`src/rtl/sc_speedscheduler_if.sv`:
```
// Event, level and strobe bundle between the game logic, the speed scheduler and the up-speed counter.
interface sc_speedscheduler_if #(
  parameter int unsigned DATAWIDTH = 8
);
  logic                 SC_SPEEDSCHEDULER_start_InLow;
  logic                 SC_SPEEDSCHEDULER_levelup_InLow;
  logic                 SC_SPEEDSCHEDULER_gameover_InLow;
  logic                 SC_SPEEDSCHEDULER_pause_InLow;
  logic [DATAWIDTH-1:0] SC_SPEEDSCHEDULER_level_InBUS;
  logic                 SC_SPEEDSCHEDULER_upcount_OutLow;
  logic                 SC_SPEEDSCHEDULER_clear_OutLow;
  logic                 SC_SPEEDSCHEDULER_tick_OutHigh;
  logic                 SC_SPEEDSCHEDULER_maxlevel_OutHigh;
  logic [2:0]           SC_SPEEDSCHEDULER_state_OutBUS;

  modport master (
    output SC_SPEEDSCHEDULER_start_InLow, SC_SPEEDSCHEDULER_levelup_InLow,
           SC_SPEEDSCHEDULER_gameover_InLow, SC_SPEEDSCHEDULER_pause_InLow,
           SC_SPEEDSCHEDULER_level_InBUS,
    input  SC_SPEEDSCHEDULER_upcount_OutLow, SC_SPEEDSCHEDULER_clear_OutLow,
           SC_SPEEDSCHEDULER_tick_OutHigh, SC_SPEEDSCHEDULER_maxlevel_OutHigh,
           SC_SPEEDSCHEDULER_state_OutBUS
  );

  modport slave (
    input  SC_SPEEDSCHEDULER_start_InLow, SC_SPEEDSCHEDULER_levelup_InLow,
           SC_SPEEDSCHEDULER_gameover_InLow, SC_SPEEDSCHEDULER_pause_InLow,
           SC_SPEEDSCHEDULER_level_InBUS,
    output SC_SPEEDSCHEDULER_upcount_OutLow, SC_SPEEDSCHEDULER_clear_OutLow,
           SC_SPEEDSCHEDULER_tick_OutHigh, SC_SPEEDSCHEDULER_maxlevel_OutHigh,
           SC_SPEEDSCHEDULER_state_OutBUS
  );
endinterface

```
`src/rtl/sc_speedscheduler.sv`:
```
// Frogger game-speed controller: drives the up-speed counter and emits level-dependent lane ticks.
// Optional SC_SPEEDSCHEDULER_WRAP_EN: level-up at MAX_LEVEL clears the counter and keeps running.
module sc_speedscheduler #(
  parameter int unsigned BASE_PERIOD     = 25_000_000,
  parameter int unsigned PERIOD_STEP     = 2_000_000,
  parameter int unsigned MIN_PERIOD      = 2_500_000,
  parameter int unsigned MAX_LEVEL       = 8,
  parameter int unsigned DATAWIDTH       = 8,
  parameter int unsigned PRESCALER_WIDTH = 26
) (
  input  logic                SC_SPEEDSCHEDULER_CLOCK_50,
  input  logic                SC_SPEEDSCHEDULER_RESET_InHigh,
  sc_speedscheduler_if.slave  bus
);

  localparam int unsigned CW = PRESCALER_WIDTH + DATAWIDTH + 1;

  typedef enum logic [2:0] {
    IDLE    = 3'b000,
    RUN     = 3'b001,
    PAUSE   = 3'b010,
    LEVELUP = 3'b011,
`ifdef SC_SPEEDSCHEDULER_WRAP_EN
    CLEAR   = 3'b100,
    WRAP    = 3'b101
`else
    CLEAR   = 3'b100
`endif
  } state_t;

  state_t                     state, stateNext;
  logic [PRESCALER_WIDTH-1:0] count, countNext;
  logic [PRESCALER_WIDTH-1:0] period, periodLast;
  logic signed [CW-1:0]       periodWide;
  logic                       atMax;

  // Wide signed subtraction so a large level saturates to the floor instead of wrapping.
  always_comb begin
    periodWide = $signed(CW'(BASE_PERIOD)) -
                 $signed(CW'(bus.SC_SPEEDSCHEDULER_level_InBUS) * CW'(PERIOD_STEP));
    if (periodWide < $signed(CW'(MIN_PERIOD)))
      period = PRESCALER_WIDTH'(MIN_PERIOD);
    else
      period = periodWide[PRESCALER_WIDTH-1:0];
    periodLast = period - PRESCALER_WIDTH'(1);
    atMax      = (bus.SC_SPEEDSCHEDULER_level_InBUS >= DATAWIDTH'(MAX_LEVEL));
  end

  always_ff @(posedge SC_SPEEDSCHEDULER_CLOCK_50 or posedge SC_SPEEDSCHEDULER_RESET_InHigh) begin
    if (SC_SPEEDSCHEDULER_RESET_InHigh) begin
      state <= IDLE;
      count <= '0;
    end else begin
      state <= stateNext;
      count <= countNext;
    end
  end

  always_comb begin
    stateNext = state;
    countNext = count;
    case (state)
      IDLE: begin
        if (!bus.SC_SPEEDSCHEDULER_start_InLow) begin
          stateNext = RUN;
          countNext = '0;
        end
      end
      RUN: begin
        if (!bus.SC_SPEEDSCHEDULER_gameover_InLow)
          stateNext = CLEAR;
        else if (!bus.SC_SPEEDSCHEDULER_levelup_InLow && !atMax)
          stateNext = LEVELUP;
`ifdef SC_SPEEDSCHEDULER_WRAP_EN
        else if (!bus.SC_SPEEDSCHEDULER_levelup_InLow)
          stateNext = WRAP;
`endif
        else if (!bus.SC_SPEEDSCHEDULER_pause_InLow)
          stateNext = PAUSE;
        // ">=" also catches a count stranded above a freshly shortened period (no tick then).
        else if (count >= periodLast)
          countNext = '0;
        else
          countNext = count + PRESCALER_WIDTH'(1);
      end
      PAUSE: begin
        if (!bus.SC_SPEEDSCHEDULER_gameover_InLow)
          stateNext = CLEAR;
        else if (bus.SC_SPEEDSCHEDULER_pause_InLow)
          stateNext = RUN;
      end
      LEVELUP: begin
        stateNext = RUN;
        countNext = '0;
      end
      CLEAR: begin
        stateNext = IDLE;
        countNext = '0;
      end
`ifdef SC_SPEEDSCHEDULER_WRAP_EN
      WRAP: begin
        stateNext = RUN;
        countNext = '0;
      end
`endif
      default: begin
        stateNext = IDLE;
        countNext = '0;
      end
    endcase
  end

  always_comb begin
    bus.SC_SPEEDSCHEDULER_upcount_OutLow   = (state != LEVELUP);
`ifdef SC_SPEEDSCHEDULER_WRAP_EN
    bus.SC_SPEEDSCHEDULER_clear_OutLow     = !((state == CLEAR) || (state == WRAP));
`else
    bus.SC_SPEEDSCHEDULER_clear_OutLow     = (state != CLEAR);
`endif
    bus.SC_SPEEDSCHEDULER_tick_OutHigh     = (state == RUN) && (count == periodLast);
    bus.SC_SPEEDSCHEDULER_maxlevel_OutHigh = atMax;
    bus.SC_SPEEDSCHEDULER_state_OutBUS     = state;
  end

endmodule

```
`src/flat_wrapper.sv`:
```
// flat-port wrapper written by rule: the top's interface ports become plain ports
module sc_speedscheduler_flat 
#(
  parameter int unsigned BASE_PERIOD     = 25_000_000,
  parameter int unsigned PERIOD_STEP     = 2_000_000,
  parameter int unsigned MIN_PERIOD      = 2_500_000,
  parameter int unsigned MAX_LEVEL       = 8,
  parameter int unsigned DATAWIDTH       = 8,
  parameter int unsigned PRESCALER_WIDTH = 26
)
  (SC_SPEEDSCHEDULER_CLOCK_50, SC_SPEEDSCHEDULER_RESET_InHigh, bus_SC_SPEEDSCHEDULER_start_InLow, bus_SC_SPEEDSCHEDULER_levelup_InLow, bus_SC_SPEEDSCHEDULER_gameover_InLow, bus_SC_SPEEDSCHEDULER_pause_InLow, bus_SC_SPEEDSCHEDULER_level_InBUS, bus_SC_SPEEDSCHEDULER_upcount_OutLow, bus_SC_SPEEDSCHEDULER_clear_OutLow, bus_SC_SPEEDSCHEDULER_tick_OutHigh, bus_SC_SPEEDSCHEDULER_maxlevel_OutHigh, bus_SC_SPEEDSCHEDULER_state_OutBUS);
  sc_speedscheduler_if #(.DATAWIDTH(DATAWIDTH)) bus_i ();
  input  logic SC_SPEEDSCHEDULER_CLOCK_50;
  input  logic SC_SPEEDSCHEDULER_RESET_InHigh;
  input wire logic [$bits(bus_i.SC_SPEEDSCHEDULER_start_InLow)-1:0] bus_SC_SPEEDSCHEDULER_start_InLow;
  input wire logic [$bits(bus_i.SC_SPEEDSCHEDULER_levelup_InLow)-1:0] bus_SC_SPEEDSCHEDULER_levelup_InLow;
  input wire logic [$bits(bus_i.SC_SPEEDSCHEDULER_gameover_InLow)-1:0] bus_SC_SPEEDSCHEDULER_gameover_InLow;
  input wire logic [$bits(bus_i.SC_SPEEDSCHEDULER_pause_InLow)-1:0] bus_SC_SPEEDSCHEDULER_pause_InLow;
  input wire logic [$bits(bus_i.SC_SPEEDSCHEDULER_level_InBUS)-1:0] bus_SC_SPEEDSCHEDULER_level_InBUS;
  output wire logic [$bits(bus_i.SC_SPEEDSCHEDULER_upcount_OutLow)-1:0] bus_SC_SPEEDSCHEDULER_upcount_OutLow;
  output wire logic [$bits(bus_i.SC_SPEEDSCHEDULER_clear_OutLow)-1:0] bus_SC_SPEEDSCHEDULER_clear_OutLow;
  output wire logic [$bits(bus_i.SC_SPEEDSCHEDULER_tick_OutHigh)-1:0] bus_SC_SPEEDSCHEDULER_tick_OutHigh;
  output wire logic [$bits(bus_i.SC_SPEEDSCHEDULER_maxlevel_OutHigh)-1:0] bus_SC_SPEEDSCHEDULER_maxlevel_OutHigh;
  output wire logic [$bits(bus_i.SC_SPEEDSCHEDULER_state_OutBUS)-1:0] bus_SC_SPEEDSCHEDULER_state_OutBUS;
  assign bus_i.SC_SPEEDSCHEDULER_start_InLow = bus_SC_SPEEDSCHEDULER_start_InLow;
  assign bus_i.SC_SPEEDSCHEDULER_levelup_InLow = bus_SC_SPEEDSCHEDULER_levelup_InLow;
  assign bus_i.SC_SPEEDSCHEDULER_gameover_InLow = bus_SC_SPEEDSCHEDULER_gameover_InLow;
  assign bus_i.SC_SPEEDSCHEDULER_pause_InLow = bus_SC_SPEEDSCHEDULER_pause_InLow;
  assign bus_i.SC_SPEEDSCHEDULER_level_InBUS = bus_SC_SPEEDSCHEDULER_level_InBUS;
  assign bus_SC_SPEEDSCHEDULER_upcount_OutLow = bus_i.SC_SPEEDSCHEDULER_upcount_OutLow;
  assign bus_SC_SPEEDSCHEDULER_clear_OutLow = bus_i.SC_SPEEDSCHEDULER_clear_OutLow;
  assign bus_SC_SPEEDSCHEDULER_tick_OutHigh = bus_i.SC_SPEEDSCHEDULER_tick_OutHigh;
  assign bus_SC_SPEEDSCHEDULER_maxlevel_OutHigh = bus_i.SC_SPEEDSCHEDULER_maxlevel_OutHigh;
  assign bus_SC_SPEEDSCHEDULER_state_OutBUS = bus_i.SC_SPEEDSCHEDULER_state_OutBUS;
  sc_speedscheduler #(.BASE_PERIOD(BASE_PERIOD), .PERIOD_STEP(PERIOD_STEP), .MIN_PERIOD(MIN_PERIOD), .MAX_LEVEL(MAX_LEVEL), .DATAWIDTH(DATAWIDTH), .PRESCALER_WIDTH(PRESCALER_WIDTH)) u_core (.SC_SPEEDSCHEDULER_CLOCK_50(SC_SPEEDSCHEDULER_CLOCK_50), .SC_SPEEDSCHEDULER_RESET_InHigh(SC_SPEEDSCHEDULER_RESET_InHigh), .bus(bus_i));
endmodule
```
`config.mk`:
```
export PLATFORM = sky130hd
export DESIGN_NAME = sc_speedscheduler_flat
export DESIGN_NICKNAME = d
export VERILOG_FILES = /design/src/rtl/sc_speedscheduler_if.sv /design/src/rtl/sc_speedscheduler.sv /design/src/flat_wrapper.sv
export SDC_FILE = /design/constraint.sdc
export NUM_CORES = 1
export LEC_CHECK = 0
export BUFFER_PORTS_ARGS = -buffer_cell sky130_fd_sc_hd__buf_2
export CAP_MARGIN = 20
export CORE_MARGIN = 2
export CORE_UTILIZATION = 45
export DETAILED_ROUTE_END_ITERATION = 16
export GPL_ROUTABILITY_DRIVEN = 0
export GPL_TIMING_DRIVEN = 0
export PLACE_DENSITY = 0.68
export SYNTH_ARGS = -nofsm -noshare
export SYNTH_HDL_FRONTEND = slang
export SYNTH_SLANG_ARGS = --single-unit
```
`constraint.sdc`:
```
create_clock -name SC_SPEEDSCHEDULER_CLOCK_50 -period 9.49 [get_ports SC_SPEEDSCHEDULER_CLOCK_50]
set_clock_uncertainty 0.2 [all_clocks]
set_input_delay 1.898 -clock SC_SPEEDSCHEDULER_CLOCK_50 [delete_from_list [all_inputs] [get_ports SC_SPEEDSCHEDULER_CLOCK_50]]
set_output_delay 1.898 -clock SC_SPEEDSCHEDULER_CLOCK_50 [all_outputs]
set_load 0.01 [all_outputs]
```
==> results.md <==
- Wirelength per Cell: approximately 15 µm
- Synth Flop Type: dfrtp_1
- Share of cells above drive strength 1: 0.1118
- Synth Register Bits: 29
- Most used cell, CP: fa_1
- R2R setup slack: 5830 ps
- Clock Latency Late Sink: 290 ps
- Min Tclk post-route: 9491 ps
- Post-synth EDFFs: 0
- Ant. Diodes: 0
- Yosys warning count: 0
- CP max stage delay: 510 ps
- Crit path required time: 7390 ps
- VDD IR max: 122.8 µV
- Crit-path cells: buf_12 -> fa_1 -> ha_1 -> inv_1 -> fa_1 -> inv_1 -> fa_1 -> ha_4 -> nand2_4 -> or3_4 -> a211o_1 -> a31oi_4 -> mux2i_1 -> o31a_1 -> a2111oi_4 -> o21ai_2 -> or3_4 -> ha_4 -> nand4_1 -> nor2_2 -> nand4_1 -> nor2_1 -> buf_2
- Gr ovfl total: 0
- Sum Neg Setup Slack: -0.6963 ps
- Synth Net Count: 687
- Vias in the first global route: 4236
- Reg2reg path depth: 11
- Ys async rst share: 1.000
- Pre-antenna DRT Iters: 4
- Hold Path Depth: 1
- Placed instance area: between 5000 and 6000 µm²
- Post-DP HPWL: between 8 and 9 mm
- Final nets: 719
- FF-to-FF Start: u_core.count[0]
- Clock buffer depth: 2
- Core area: ~10000 µm²
- Crit-path max FO: 7
- Crit. End Element: primary output
- Clock-pin slew on the worst setup and hold paths: 70 ps
- Pin count of the biggest net entering global routing: 18
- Worst hold endpoint: u_core.count[2]
- Syn avg cell area: 8.210 µm²
- Final period utilization: 1.000
- Cell Pwr Density: 195.6 nW/µm²
- First-pass GRT wire length: 19.11 mm
- Number of setup violations in the final report: 1
- Status: finished with violations
- Core Util, Final: 0.5129
- Clock tree sinks: 29
- Cell variety after synth: 72
- Crit path arrival time: 7390 ps
- CTS tree: yes
- Final Power: roughly 1.0 mW
- Startpoint Class: input port
- Failing checks: setup timing
- HP Class: flip-flop to flip-flop
- Vias/cell: roughly 5.7
- Post-route DRC: 0
- Setup CP Type: input port to primary output
- Drt total wl: approximately 11 mm
- Die X: about 110 µm
- Die Ht: 106.4 µm
- Io pins: 21
- Remaining antenna violation count: 0
- Clock root cell: clkbuf_8
- HP Start: u_core.count[2]
- Register area share after synthesis: 0.1537
- RSZ-0062 raised after global routing: yes
- Total global-route track usage: 0.2047
- Layout area overhead: 11.66%
- Max-Cap Viols: 0
- Critical path's top delay family: adder cells
- Hold_ws: 346.2 ps
- Post-CTS Hold Buffers: 0
- PnR worst setup slack: -0.6963 ps
- Via count: 4265
- Worst reg2reg endpoint: u_core.count[5]
- H-tree depth: 2
- Relative slew slack: 0.5389
- Initial core utilization: 0.4593
- Iter 0 DRT Violations: 225
- Leak: approximately 2.5 nW
- Critical path buffer and inverter count: 4
- Syn Std Cell Area: 4721 µm²
- Max-slew violation count: 0
- Total CTS buffers: 5
- # rows: 37
- Initial antenna violation count: 0
- Die area: 11330 µm²
- Syn Inst Count: 575
- Fin. Hold Viols: 0
- Port buffer count: 20
- Fmax: 105.4 MHz
- Worst-margin pin slew: roughly 670 ps
- Crit-path slowest cell: fa_1
- Post-route cell area: 5271 µm²
==> per-layer routing <==
layer | track usage | up-vias | wire length (µm)
li1 | - | 2140 | -
met4 | 0.06865 | 0 | 225
met1 | 0.2638 | 2010 | 5277
met2 | 0.3603 | 95 | 5389
met5 | 0 | - | 0
met3 | 0.01717 | 20 | 265
==> power breakdown <==
| part | switching (mW) | total (mW) | internal (mW) |
|---|---|---|---|
| registers | 0.00692 | 0.136 | 0.130 |
| clock network | 0.0506 | 0.116 | 0.0655 |
| logic | 0.459 | 0.779 | 0.320 |
| total | 0.516 | 1.03 | 0.515 |
==> cells in the mapped netlist (3+ instances only) <==
master	number	area share
ha_1	81	0.21
inv_1	53	0.042
nand2_1	53	0.042
nor2_1	37	0.029
dfrtp_1	29	0.15
a21oi_1	24	0.025
nand3_1	24	0.025
o21ai_0	19	0.020
xnor2_1	18	0.033
a21o_1	17	0.027
fa_1	17	0.072
and3_1	12	0.016
nor3_1	12	0.013
o21ai_1	12	0.013
xor2_1	12	0.022
or3_1	11	0.015
nand2b_1	10	0.013
nand4_1	10	0.013
clkbuf_1	9	0.0072
a211oi_1	7	0.011
a211o_1	6	0.011
and2_1	5	0.0066
nor2b_1	5	0.0066
nor4_1	5	0.0066
or2_1	5	0.0066
mux2i_1	4	0.0085
o211ai_1	4	0.0064
o21a_1	4	0.0064
o311ai_1	4	0.0074
or2_2	4	0.0053
nand3b_1	3	0.0048
o21bai_1	3	0.0048
o221a_2	3	0.0072
o31ai_1	3	0.0048
==> metrics by stage <==
step	instances	worst slack, ps
floorplan	575	339.4
global placement	731	-353.2
detailed placement	732	-433.6
CTS	744	0.5747
global route	744	-280.7
finish	744	-0.6963
==> kinds of logic (layout without fill, tap and decap cells) <==
| kind of cell | Yosys count | after routing | synth area share |
|---|---|---|---|
| compound gates | 135 | 135 | 0.2059 |
| xor+xnor | 30 | 30 | 0.05566 |
| fa+ha+maj | 98 | 98 | 0.2868 |
| buf+inv | 66 | 99 | 0.05592 |
| flops | 29 | 29 | 0.1537 |
| mux | 5 | 5 | 0.01087 |
| other cells | 1 | 1 | 0.0007944 |
| simple gates | 211 | 211 | 0.2303 |
==> timing repair <==
item / in CTS / in global routing
pin swaps: 15 / 9
endpoints found under the setup margin: 11 / 11
endpoints found under the hold margin: 0 / 0
gates resized for setup: 11 / 15
setup buffers: 4 / 0
==> registers in the layout (all words and copies together) (netlist names) <==
signal	count
u_core.bus.SC_SPEEDSCHEDULER_state_OutBUS	3
u_core.count	26
==> worst max path at each step <==
stage | cells past startpoint | slack (ps) | start | to
2_1_floorplan | 22 | 340 | bus_SC_SPEEDSCHEDULER_level_InBUS[2] | bus_SC_SPEEDSCHEDULER_tick_OutHigh
3_3_place_gp | 24 | -350 | bus_SC_SPEEDSCHEDULER_level_InBUS[2] | bus_SC_SPEEDSCHEDULER_tick_OutHigh
3_5_place_dp | 28 | -430 | bus_SC_SPEEDSCHEDULER_level_InBUS[2] | u_core.count[5]
4_1_cts | 24 | 0.6 | bus_SC_SPEEDSCHEDULER_level_InBUS[3] | bus_SC_SPEEDSCHEDULER_tick_OutHigh
5_1_grt | 23 | -280 | bus_SC_SPEEDSCHEDULER_level_InBUS[4] | bus_SC_SPEEDSCHEDULER_tick_OutHigh
6_report | 23 | -0.7 | bus_SC_SPEEDSCHEDULER_level_InBUS[4] | bus_SC_SPEEDSCHEDULER_tick_OutHigh
==> area by class of cell <==
type,instances,area (µm²)
Clock buffer,7,96.34
Tap cell,136,170.2
Sequential cell,29,725.7
Inverter,53,198.9
Buffer,13,66.31
Timing Repair Buffer,25,193.9
Multi-Input combinational cell,480,3815
Fill cell,994,5006
Clock inverter,1,5.005
==> layout by cell type, fill, tap and decap left out, types with 4 or more instances in the layout <==
| cell type | count |
|---|---|
| nand3_1 | 24 |
| a211oi_1 | 7 |
| fa_1 | 17 |
| buf_2 | 16 |
| or2_2 | 4 |
| o21ai_1 | 13 |
| nor3_1 | 11 |
| buf_4 | 6 |
| nand2_1 | 53 |
| nor4_1 | 5 |
| or2_1 | 4 |
| dfrtp_1 | 29 |
| o311ai_1 | 4 |
| a21o_1 | 17 |
| nor2_1 | 36 |
| clkbuf_8 | 7 |
| and2_1 | 5 |
| or3_1 | 9 |
| a211o_1 | 6 |
| xor2_1 | 12 |
| o21ai_0 | 18 |
| a21oi_1 | 24 |
| nor2b_1 | 5 |
| ha_4 | 4 |
| nand2b_1 | 10 |
| nand4_1 | 10 |
| o211ai_1 | 4 |
| o21a_1 | 4 |
| xnor2_1 | 18 |
| ha_1 | 77 |
| and3_1 | 12 |
| inv_1 | 52 |
| mux2i_1 | 4 |
| clkbuf_1 | 8 |
Power figures use the tool's default switching activity.
